**src/rtl/if_stage_pkg.sv**
```systemverilog
// Shared definitions for the fetch stage: reset/bubble words, the fetch
// sequencer state encoding and a small address helper.
package if_stage_pkg;

  // Instruction word used for bubbles (MIPS sll $0,$0,0).
  localparam logic [31:0] IF_NOP_INST = 32'h0000_0000;

  // Default first fetch address after reset.
  localparam logic [31:0] IF_RESET_PC = 32'h0000_0000;

  // Fetch sequencer states.
  //   ST_REQ  : request presented at pc_q
  //   ST_WAIT : request accepted, response pending, result wanted
  //   ST_HOLD : response captured while decode was stalled
  //   ST_DROP : response pending for a wrong-path request, to be discarded
  typedef enum logic [1:0] {
    ST_REQ  = 2'd0,
    ST_WAIT = 2'd1,
    ST_HOLD = 2'd2,
    ST_DROP = 2'd3
  } fetch_state_e;

  // Clear the byte-offset bits so every fetch address is word aligned.
  function automatic logic [31:0] word_align(input logic [31:0] addr);
    return addr & 32'hFFFF_FFFC;
  endfunction

endpackage

```
**src/rtl/if_stage_id_reg.sv**
```systemverilog
// IF/ID pipeline register. Freezes on hold, inserts a bubble when asked
// or when no instruction is delivered, otherwise captures the delivered
// instruction and its return address.
module if_id_reg
  import if_stage_pkg::*;
#(
  parameter logic [31:0] NOP_INST = IF_NOP_INST
) (
  input  logic        clk,
  input  logic        rst_n,
  input  logic        hold,
  input  logic        bubble,
  input  logic        load,
  input  logic [31:0] inst_in,
  input  logic [31:0] pc_plus4_in,
  output logic [31:0] inst,
  output logic [31:0] pc_plus4,
  output logic        inst_valid
);

  // Pipeline register: hold has priority, then a forced bubble, then load.
  always_ff @(posedge clk or negedge rst_n) begin
    if (!rst_n) begin
      inst       <= NOP_INST;
      pc_plus4   <= 32'h0000_0000;
      inst_valid <= 1'b0;
    end else if (!hold) begin
      if (bubble || !load) begin
        // pc_plus4 is left alone on a bubble; only the word and valid change.
        inst       <= NOP_INST;
        inst_valid <= 1'b0;
      end else begin
        inst       <= inst_in;
        pc_plus4   <= pc_plus4_in;
        inst_valid <= 1'b1;
      end
    end
  end

endmodule

```
**src/rtl/if_stage.sv**
```systemverilog
// Instruction-fetch stage. Owns the PC and the single-outstanding
// instruction-memory handshake, honours hazard stalls and decode-resolved
// redirects, and feeds decode through the IF/ID register.
module if_stage
  import if_stage_pkg::*;
#(
  parameter logic [31:0] RESET_PC = IF_RESET_PC,
  parameter logic [31:0] NOP_INST = IF_NOP_INST
) (
  input  logic        clk,
  input  logic        rst_n,
  input  logic        stall_i,
  input  logic        redirect_i,
  input  logic [31:0] redirect_addr_i,
  output logic        imem_req_o,
  output logic [31:0] imem_addr_o,
  input  logic        imem_ready_i,
  input  logic        imem_rvalid_i,
  input  logic [31:0] imem_rdata_i,
  output logic [31:0] inst_o,
  output logic [31:0] pc_plus4_o,
  output logic        inst_valid_o,
  output logic        fetch_busy_o
);

  fetch_state_e state_q;
  fetch_state_e state_d;
  logic [31:0]  pc_q;
  logic [31:0]  pc_d;
  logic [31:0]  pc_next;
  logic [31:0]  target;
  logic [31:0]  hold_data_q;
  logic [31:0]  deliver_data;
  logic         take_redir;
  logic         deliver;
  logic         hold_load;

  // Decode operands are meaningless while stalled, so a redirect only counts
  // when the pipeline is moving.
  assign take_redir = redirect_i & ~stall_i;
  assign target     = word_align(redirect_addr_i);
  // 32-bit add wraps 32'hFFFF_FFFC to 0 naturally.
  assign pc_next    = pc_q + 32'd4;

  assign fetch_busy_o = (state_q != ST_HOLD);

  // Next-state, next-PC and memory request decode for the fetch sequencer.
  always_comb begin
    state_d      = state_q;
    pc_d         = pc_q;
    imem_req_o   = 1'b0;
    imem_addr_o  = pc_q;
    deliver      = 1'b0;
    deliver_data = imem_rdata_i;
    hold_load    = 1'b0;

    unique case (state_q)
      ST_REQ: begin
        // A response seen here belongs to a request killed by reset; ignore it.
        imem_req_o = 1'b1;
        if (take_redir) begin
          pc_d    = target;
          // If the old address was accepted this cycle its response must be
          // swallowed before the target is requested.
          state_d = imem_ready_i ? ST_DROP : ST_REQ;
        end else if (imem_ready_i) begin
          state_d = ST_WAIT;
        end
      end

      ST_WAIT: begin
        if (imem_rvalid_i) begin
          if (take_redir) begin
            pc_d    = target;
            state_d = ST_REQ;
          end else if (stall_i) begin
            hold_load = 1'b1;
            state_d   = ST_HOLD;
          end else begin
            // Deliver and issue the next sequential fetch in the same cycle
            // to sustain one instruction per cycle on a zero-wait memory.
            deliver     = 1'b1;
            pc_d        = pc_next;
            imem_req_o  = 1'b1;
            imem_addr_o = pc_next;
            state_d     = imem_ready_i ? ST_WAIT : ST_REQ;
          end
        end else if (take_redir) begin
          pc_d    = target;
          state_d = ST_DROP;
        end
      end

      ST_HOLD: begin
        if (!stall_i) begin
          if (take_redir) begin
            pc_d = target;
          end else begin
            deliver      = 1'b1;
            deliver_data = hold_data_q;
            pc_d         = pc_next;
          end
          state_d = ST_REQ;
        end
      end

      ST_DROP: begin
        // A further redirect while draining just retargets the PC.
        if (take_redir) begin
          pc_d = target;
        end
        if (imem_rvalid_i) begin
          state_d = ST_REQ;
        end
      end

      default: begin
        state_d = ST_REQ;
      end
    endcase
  end

  // Sequencer state and PC registers.
  always_ff @(posedge clk or negedge rst_n) begin
    if (!rst_n) begin
      state_q <= ST_REQ;
      pc_q    <= word_align(RESET_PC);
    end else begin
      state_q <= state_d;
      pc_q    <= pc_d;
    end
  end

  // Capture a response that arrives while decode is stalled; validity is
  // carried by the ST_HOLD state, so the data itself needs no reset.
  always_ff @(posedge clk) begin
    if (hold_load) begin
      hold_data_q <= imem_rdata_i;
    end
  end

  if_id_reg #(
    .NOP_INST(NOP_INST)
  ) u_if_id_reg (
    .clk         (clk),
    .rst_n       (rst_n),
    .hold        (stall_i),
    .bubble      (take_redir),
    .load        (deliver),
    .inst_in     (deliver_data),
    .pc_plus4_in (pc_next),
    .inst        (inst_o),
    .pc_plus4    (pc_plus4_o),
    .inst_valid  (inst_valid_o)
  );

endmodule

```
**config.mk**
```make
export PLATFORM = sky130hd
export DESIGN_NAME = if_stage
export DESIGN_NICKNAME = d
export VERILOG_FILES = /design/src/rtl/if_stage_pkg.sv /design/src/rtl/if_stage_id_reg.sv /design/src/rtl/if_stage.sv
export SDC_FILE = /design/constraint.sdc
export NUM_CORES = 1
export LEC_CHECK = 0
export BUFFER_PORTS_ARGS = -buffer_cell sky130_fd_sc_hd__buf_4
export CORE_ASPECT_RATIO = 1.5
export CORE_MARGIN = 2
export CORE_UTILIZATION = 26
export CTS_CLUSTER_DIAMETER = 120
export DETAILED_ROUTE_END_ITERATION = 6
export GPL_ROUTABILITY_DRIVEN = 0
export PLACE_DENSITY_LB_ADDON = 0.12
export SYNTH_ARGS = -nofsm -noshare
export SYNTH_HDL_FRONTEND = slang
export SYNTH_HIERARCHICAL = 1
export SYNTH_SLANG_ARGS = --single-unit
export TNS_END_PERCENT = 1
```
**constraint.sdc**
```tcl
create_clock -name clk -period 2.9 [get_ports clk]
set_input_delay 0.87 -clock clk [delete_from_list [all_inputs] [get_ports clk]]
set_output_delay 0.87 -clock clk [all_outputs]
set_load 0.02 [all_outputs]
```
==> metrics.txt <==
Max VDD drop roughly 0.47 mV; drt first pass iters 5; RSZ-0062 raised after global routing true; Clock Root Buffer clkbuf_16; critical path required time a little over 2 ns; Leak 5.24 nW; number of synthesized flops with an enable pin 32; relative slew slack 0.537; CTS Buf Count 17; filler cell count in the final layout 3119; Reg2Reg Setup Slack 0.33 ns; gr ovfl total 0; Max clock buf depth 2; number of DRC markers in iteration 0 around 470; WS Path Type reg2out; P&R area growth vs syn 45.3%; GR Layer Usage met2 0.344; Hold Violations, Final 0; worst-path maximum fanout 5; site row count between 70 and 80; flops & latches, synth roughly 130; layout cells sized above 1 0.442; die height 219 um; Die X around 150 um; CP Launch Type flip-flop; Commonest cells post-synth nand2_1 (107), dfrtp_1 (99), o21ai_0 (68); fin crit share 1.07; syn_area_per_cell approximately 9.6 um2; pwr/cell area 805 mW/mm2; Sink Count 131; Placed Area ~0.011 mm2; met1 usage 0.219; post-synthesis sequential area ratio 0.430; top-area cell type share of the netlist area 0.310; starting density of the core 0.264; Reg area ~0.0034 mm2; post-route cell area 0.0116 mm2; CTS clk-pin slew, worst paths around 0.060 ns; final setup TNS -3.14 ns; I/O pin count 169; input/output buffers 166; first-pass GRT wire length 46100 um; Syn. warnings 6; CP Data Arrival Time about 2.2 ns; min cycle time layout between 3 and 4 ns; Finished Layout Cells 1507; top-count cell post-synth nand2_1; vias in the first global route about 7.5k; dpl cells ~1.5k; CTS tree yes; initial antenna violation count 0; pin count of the biggest net entering global routing 72; GRT busiest layer met2; Worst-Skew Late Latency about 0.45 ns; CP peak stage delay between 0.4 and 0.5 ns; area of the multi-input gates 0.00451 mm2; crit-path cells nand4_4 -> nor4_4 -> buf_4 -> buf_6 -> and3_4 -> nand2_4 -> xnor2_2 -> buf_4; H-tree depth 4; Gate Count Post-Synth around 840; Critical-path top delay cell dfrtp_1; Critical Path Sink Type primary output; top cells by area, synth dfrtp_1 (31%), edfxtp_1 (12%), mux2_2 (8.7%); Post-route DRC 0; met3 capacity usage during global routing 0.0395; syn nets between 900 and 1k; Final Max Tran Viols 0; Max Cap Viol 0; outcome finished, violations left; Clock Skews ~0.0092 ns; core area 0.0303 mm2; HP Class in2async; Tightest Pin Transition slightly below 0.7 ns; worst setup margin -0.194 ns; most used flip-flop cell after synthesis dfrtp_1; Antenna Nets Post-Route 0; Synth cell types between 70 and 80; final core utilization 0.384; cell repeated most along the worst path buf_4; nets between 1k and 1.5k; hold buffer count at cts 0; failing checks negative setup slack; per-cell routed wire length just over 20 um; setup violators final 28; vias post-DR between 7k and 8k; buffers and inverters on the worst path 3; Async SR Flop Fraction 0.756; fmax 323 MHz; Vias/cell about 4.9; CP top delay family simple AND/OR/NAND/NOR gates; global-route usage over all layers 0.191; Final Power approximately 9.4 mW; setup slack at placement -0.101 ns; Syn Std Cell Area 0.00800 mm2; WL final 30400 um; Die Area about 0.032 mm2; Diodes inserted 0; hold slack final 0.390 ns; Yosys top cell by area dfrtp_1; post-DP HPWL around 23000 um
-- state kept, by name, summed over array words and instances, names as in the netlist --
signal / count
u_if_id_reg/inst: 32
pc_q: 32
u_if_id_reg/inst_valid: 1
hold_data_q: 32
state_q: 2
u_if_id_reg/pc_plus4: 32
-- layout by cell type, fill, tap and decap left out, types with 6 or more instances in the layout --
cell         n
nor4_1       6
o21ai_1      7
a31oi_1      7
mux2_2      62
o21ai_0     68
clkbuf_16   17
buf_4      285
o211ai_1     6
buf_6       16
a22o_1       6
nor3_1      12
edfxtp_1    32
and3_1       6
xnor2_1     21
nand3_1     17
xor2_1      13
nand2_1    102
a21oi_1     38
buf_12       9
xnor2_2     14
nand2b_1    38
nor2_2      10
nand4_4      6
dfrtp_1     94
inv_1       14
nor2_1      36
a221oi_1     9
xor2_2       7
a22oi_1      8
nand4_1      8
-- logic make-up (layout without fill, tap and decap cells) --
| logic type | count (synthesis) | count (layout) | synth area share |
|---|---|---|---|
| flops | 131 | 131 | 0.430 |
| mux | 66 | 66 | 0.0926 |
| buf+inv | 90 | 361 | 0.0563 |
| xor+xnor | 55 | 55 | 0.0612 |
| compound gates | 200 | 200 | 0.162 |
| fa+ha+maj | 5 | 5 | 0.00782 |
| simple gates | 289 | 289 | 0.190 |
-- where the power goes --
group | switching, mW | internal [mW] | leakage (nW)
sequential | 0.298 | 2.29 | 1.62
clock | 0.935 | 1.27 | 0.278
combinational | 2.60 | 1.96 | 3.34
-- area by class of cell --
type,instances,share of cell area
inverters,18,0.00581
repair buffers,311,0.216
clock buffers,18,0.0369
multi-input cells,615,0.388
flip-flops and latches,131,0.296
clock inverters,14,0.0132
well taps,400,0.0431
-- final timing paths --
check,from,end,cells past startpoint
setup / recovery,pc_q[9],imem_addr_o[30],8
hold / removal,rst_n,pc_q[29],1
setup reg to reg,state_q[0],pc_q[18],7
hold reg to reg,u_if_id_reg/inst[10],u_if_id_reg/inst[10],2
max in group asynchronous,rst_n,pc_q[1],2
min in group clk,u_if_id_reg/inst[10],u_if_id_reg/inst[10],2
-- worst register-to-register path: stages, from the launching register on --
cell and delay, ns:
dfrtp_1 0.45, inv_1 0.12, ha_1 0.48, nor2b_1 0.28, nor3_1 0.09, nor2_1 0.47, o21ai_0 0.18, a221o_1 0.37
-- timing repair --
action                                  in CTS  in global routing
pin swaps                                   24                 12
gates cloned                                 0                  0
setup buffers                               17                  0
gates resized for setup                     70                 15
endpoints found under the setup margin      31                 30
-- metal layers --
metal	vias to the layer above	wire length (um)
li1	3512	-
met1	3618	12000
met5	-	0
met3	57	1470
met4	0	1100
met2	257	15900
No activity file was read; power rests on OpenSTA's default activity.
